==> src/rtl/if_fetch_unit_pkg.sv <==
// rtl/if_fetch_unit_pkg.sv - shared widths, constants and FSM encoding for the IF fetch unit
package if_fetch_unit_pkg;

  localparam int InstAddrBus = 32;
  localparam int MemDataBus  = 8;
  localparam int CntW        = 3;

  localparam logic [InstAddrBus-1:0] ZeroWord     = '0;
  localparam logic [CntW-1:0]        BytesPerInst = 3'd4;
  localparam logic [CntW-1:0]        LastByte     = 3'd3;

  typedef enum logic [1:0] {
    ST_IDLE  = 2'd0,
    ST_FETCH = 2'd1,
    ST_DONE  = 2'd2
  } fetch_state_e;

endpackage

==> src/rtl/if_fetch_unit.sv <==
// rtl/if_fetch_unit.sv - byte-serial instruction fetch over a shared 8-bit memory port
module if_fetch_unit
  import if_fetch_unit_pkg::*;
(
  input  logic                   clk,
  input  logic                   rst,
  input  logic                   fetch_en_i,
  input  logic [InstAddrBus-1:0] pc_i,
  input  logic                   flush_i,
  input  logic                   mem_busy_i,
  input  logic [MemDataBus-1:0]  mem_din_i,
  input  logic                   inst_ack_i,
  output logic                   if_mem_req_o,
  output logic [InstAddrBus-1:0] if_mem_addr_o,
  output logic [InstAddrBus-1:0] inst_o,
  output logic                   inst_valid_o,
  output logic                   fetch_busy_o
);

  fetch_state_e           state_q, state_d;
  logic [InstAddrBus-1:0] pc_q, pc_d;
  logic [CntW-1:0]        issue_cnt_q, issue_cnt_d;
  logic [CntW-1:0]        recv_cnt_q, recv_cnt_d;
  logic                   pend_q, pend_d;
  logic [InstAddrBus-1:0] inst_q, inst_d;
  logic                   valid_q, valid_d;

  always_ff @(posedge clk) begin
    if (rst) begin
      state_q     <= ST_IDLE;
      pc_q        <= ZeroWord;
      issue_cnt_q <= '0;
      recv_cnt_q  <= '0;
      pend_q      <= 1'b0;
      inst_q      <= ZeroWord;
      valid_q     <= 1'b0;
    end else begin
      state_q     <= state_d;
      pc_q        <= pc_d;
      issue_cnt_q <= issue_cnt_d;
      recv_cnt_q  <= recv_cnt_d;
      pend_q      <= pend_d;
      inst_q      <= inst_d;
      valid_q     <= valid_d;
    end
  end

  always_comb begin
    state_d = state_q;
    if (flush_i) begin
      state_d = ST_IDLE;
    end else begin
      case (state_q)
        ST_IDLE:  if (fetch_en_i) state_d = ST_FETCH;
        ST_FETCH: if (pend_q && recv_cnt_q == LastByte) state_d = ST_DONE;
        ST_DONE:  if (inst_ack_i) state_d = ST_IDLE;
        default:  state_d = ST_IDLE;
      endcase
    end
  end

  // A refused request (mem_busy_i) drops pending; the byte in flight from the previous edge still lands.
  always_comb begin
    pc_d        = pc_q;
    issue_cnt_d = issue_cnt_q;
    recv_cnt_d  = recv_cnt_q;
    pend_d      = pend_q;
    inst_d      = inst_q;
    valid_d     = valid_q;
    if (flush_i) begin
      issue_cnt_d = '0;
      recv_cnt_d  = '0;
      pend_d      = 1'b0;
      valid_d     = 1'b0;
    end else begin
      case (state_q)
        ST_IDLE: begin
          if (fetch_en_i) begin
            pc_d        = pc_i;
            issue_cnt_d = '0;
            recv_cnt_d  = '0;
            pend_d      = 1'b0;
          end
        end
        ST_FETCH: begin
          if (if_mem_req_o && !mem_busy_i) begin
            issue_cnt_d = issue_cnt_q + 3'd1;
            pend_d      = 1'b1;
          end else begin
            pend_d = 1'b0;
          end
          if (pend_q) begin
            inst_d[{recv_cnt_q[1:0], 3'b000} +: MemDataBus] = mem_din_i;
            recv_cnt_d = recv_cnt_q + 3'd1;
            if (recv_cnt_q == LastByte) valid_d = 1'b1;
          end
        end
        ST_DONE: begin
          if (inst_ack_i) valid_d = 1'b0;
        end
        default: begin
          valid_d = 1'b0;
        end
      endcase
    end
  end

  always_comb begin
    if_mem_req_o  = 1'b0;
    if_mem_addr_o = ZeroWord;
    if (state_q == ST_FETCH && issue_cnt_q < BytesPerInst) begin
      if_mem_req_o  = 1'b1;
      if_mem_addr_o = pc_q + {{(InstAddrBus-CntW){1'b0}}, issue_cnt_q};
    end
    fetch_busy_o = (state_q != ST_IDLE);
    inst_o       = inst_q;
    inst_valid_o = valid_q;
  end

endmodule

==> config.mk <==
export PLATFORM = sky130hd
export DESIGN_NAME = if_fetch_unit
export DESIGN_NICKNAME = d
export VERILOG_FILES = /design/src/rtl/if_fetch_unit_pkg.sv /design/src/rtl/if_fetch_unit.sv
export SDC_FILE = /design/constraint.sdc
export NUM_CORES = 1
export LEC_CHECK = 0
export CORE_MARGIN = 1
export CORE_UTILIZATION = 24
export CTS_CLUSTER_SIZE = 40
export DETAILED_ROUTE_END_ITERATION = 6
export MAX_ROUTING_LAYER = met4
export PLACE_DENSITY = 0.51
export SYNTH_ARGS = -nofsm -noshare
export SYNTH_HDL_FRONTEND = slang
export SYNTH_SLANG_ARGS = --single-unit
==> constraint.sdc <==
create_clock -name clk -period 6.6 [get_ports clk]
set_input_delay 1.32 -clock clk [delete_from_list [all_inputs] [get_ports clk]]
set_output_delay 1.32 -clock clk [all_outputs]
set_load 0.03 [all_outputs]
==> results_dict.tcl <==
set metrics [dict create \
    outcome "finished clean" \
    setup_slack_ps 1770 \
    syn2layout_area_growth_pct 43.0 \
    cts_setup_buffers 0 \
    fp.dieW_microns 125 \
    critPathKind "reg2out" \
    antenna_found_initial 0 \
    die_h_microns 125 \
    synth_edf_count 0 \
    grt_pass1_wl_mm 18.3 \
    hp-class "reg2reg" \
    cts_sinks 74 \
    netSwitchingFraction 0.228 \
    synth.most_common_cell "nand2_1" \
    diodes 0 \
    power_leakage_nw 1.69 \
    num_io_pins 113 \
    slew_violations 0 \
    max_slew_margin 0.180 \
    synth_seq_area_share 0.407 \
    vias 3632 \
    tightest_slew_ps 1230 \
    synth_top_area_share 0.407 \
    drv_cap 0 \
    overflow 0 \
    synth_top_flop_cell "dfxtp_1" \
    cts.path.max_buffers 2 \
    dpl-instance-area_sq_um 4900 \
    startpoint "issue_cnt_q[0]" \
    clkPwrFrac 0.475 \
    grt_max_degree 66 \
    first_pass_iters 7 \
    insertion_delay_ps 340 \
    fin_nets 641 \
    avgSynthCellArea_sq_um 7.53 \
    crit_required_ps 5280 \
    rows 44 \
    grt_pass1_vias 3660 \
    ys_warn_count 0 \
    htree_levels 3 \
    routedWlPerCell_microns 14.7 \
    synth-async-reset-ratio 0 \
    power_frac_comb 0.083 \
    max_freq_ghz 0.207 \
    ys_ff_latch 74 \
    clk_pin_slew_ps 50 \
    crit_fanout 10 \
    syn_inst 484 \
    hold_viol 0 \
    die_area_sq_um 15700 \
    fin_setup_tns_ps 0 \
    syn-cell-area_sq_um 3640 \
    syn_nets 541 \
    p_per_area_nw_per_um2 204 \
    cts_tree "yes" \
    core_area_sq_um 14600 \
    via_per_inst 4.70 \
    synth_area_leaders "dfxtp_1 41%, nand2_1 12%, a21oi_1 10%" \
    r2r_start "recv_cnt_q[0]" \
    cp-start-kind "flip-flop" \
    setup_viol 0 \
    numCtsBuffers 9 \
    hold_buffers 0 \
    cts_resized 0 \
    gp_congestion 0.842 \
    fin_crit_ps 4830 \
    fin_worst_skew_ps 6.54 \
    grt_usage 0.152 \
    p_sw_uw 242 \
    post-place-ws_ps 2140 \
    synth_top_cell_by_area "dfxtp_1" \
    final_cell_area_sq_um 5210 \
    synth_cell_types 44 \
    dp_hpwl_mm 8.17 \
    final_layout_size_suffix_gt1_frac 0.0510 \
    min_from "inst_o[29]" \
    p_int_uw 820 \
    min_period_over_period 0.731 \
    seqPwrFrac 0.442 \
    wl_mm 11.3 \
    ys_top_cells_by_count "113 x nand2_1, 75 x a21oi_1, 74 x dfxtp_1" \
    clk_root_buffer_cell "clkbuf_16" \
    portBuffers 112 \
    initial_utilization 0.249 \
    rsz0062_at_grt "no" \
    cp-end-kind "primary output" \
    drc 0 \
    crit_arrival_ps 3510 \
    ir_drop_v 0.000102 \
    drtIter0Drc 202 \
    final_antenna_net_count 0 \
]
-- critical path, stage by stage (launching register included) --
cell             delay, ps
dfxtp_1                380
ha_1                   210
fa_1                   210
a21o_1                 180
nand4_1                370
nor4_1                 750
and4_1                 280
o21a_1                 120
clkdlybuf4s50_1        660
-- sequential cells by signal, indices dropped and copies added (netlist names) --
name	flops
recv_cnt_q	3
issue_cnt_q	3
pend_q	1
pc_q	32
state_q	2
inst_valid_o	1
inst_o	32
-- routing by layer --
layer / routed length, microns / part of all wire / GRT usage / vias up
met5: 0 / 0 / - / -
met4: 124 / 0.011 / 0.0459 / 0
met3: 856 / 0.076 / 0.0599 / 12
met2: 5100 / 0.45 / 0.244 / 113
met1: 5240 / 0.46 / 0.175 / 1668
li1: - / - / - / 1839
-- kinds of logic (layout without fill, tap and decap cells) --
logic type               count (synthesis)  in the layout  share of synthesized area
adder cells (fa/ha/maj)                 11             11                     0.0398
AND/OR/NAND/NOR                        247            247                      0.319
AO/OA/AOI/OAI                           90             90                      0.133
flip-flops                              74             74                      0.407
multiplexers                             1              1                    0.00275
buffers and inverters                   36            140                     0.0392
XOR/XNOR                                25             25                     0.0601
-- power groups by stage --
stage / registers (mW) / clock network [mW] / logic, mW
global route: 0.471 / 0.535 / 0.0960
finish: 0.470 / 0.504 / 0.0881
global placement: 0.479 / 0 / 0.0880
CTS: 0.469 / 0.517 / 0.0887
floorplan: 0.476 / 0 / 0.0423
detailed placement: 0.479 / 0 / 0.0883
-- through the flow --
stage	std cells	total power, mW	hold slack (ps)	util
finish	772	1.06	451	0.356
CTS	772	1.08	456	0.356
floorplan	484	0.518	441	-
global placement	757	0.567	438	0.335
detailed placement	757	0.568	448	0.335
global route	772	1.10	473	0.356
-- layout make-up --
class	instances	area, sq um
Timing Repair Buffer	114	1130
Tap cell	184	230
Sequential cell	74	1480
Clock inverter	2	35.0
Multi-Input combinational cell	374	2020
Inverter	11	41.3
Fill cell	1505	9430
Clock buffer	13	270
-- path summary, 6_finish.rpt --
check,endpoint,cells past startpoint,slack (ps)
hold reg to reg,inst_o[29],2,450
hold / removal,inst_o[29],2,450
setup / recovery,if_mem_addr_o[30],8,1770
setup reg to reg,inst_o[14],5,4350
-- cell usage in the layout, fill, tap and decap left out, drive strengths merged, types with 2 or more instances in the layout --
cell type	netlist	routed
nand2	113	113
clkdlybuf4s50	0	111
a21oi	75	75
dfxtp	74	74
nor2	43	43
nand3	41	41
xnor2	21	21
clkbuf	24	13
inv	11	11
ha	10	10
nor4	8	8
nor3	7	7
and2	7	7
nand4	6	6
nor3b	5	5
o21ai	4	4
xor2	4	4
and4	4	4
buf	1	3
nand3b	2	2
a31oi	2	2
or2	2	2
nand2b	2	2
or3	2	2
and3	2	2
a21o	2	2
(Power assumes the default switching activity.)
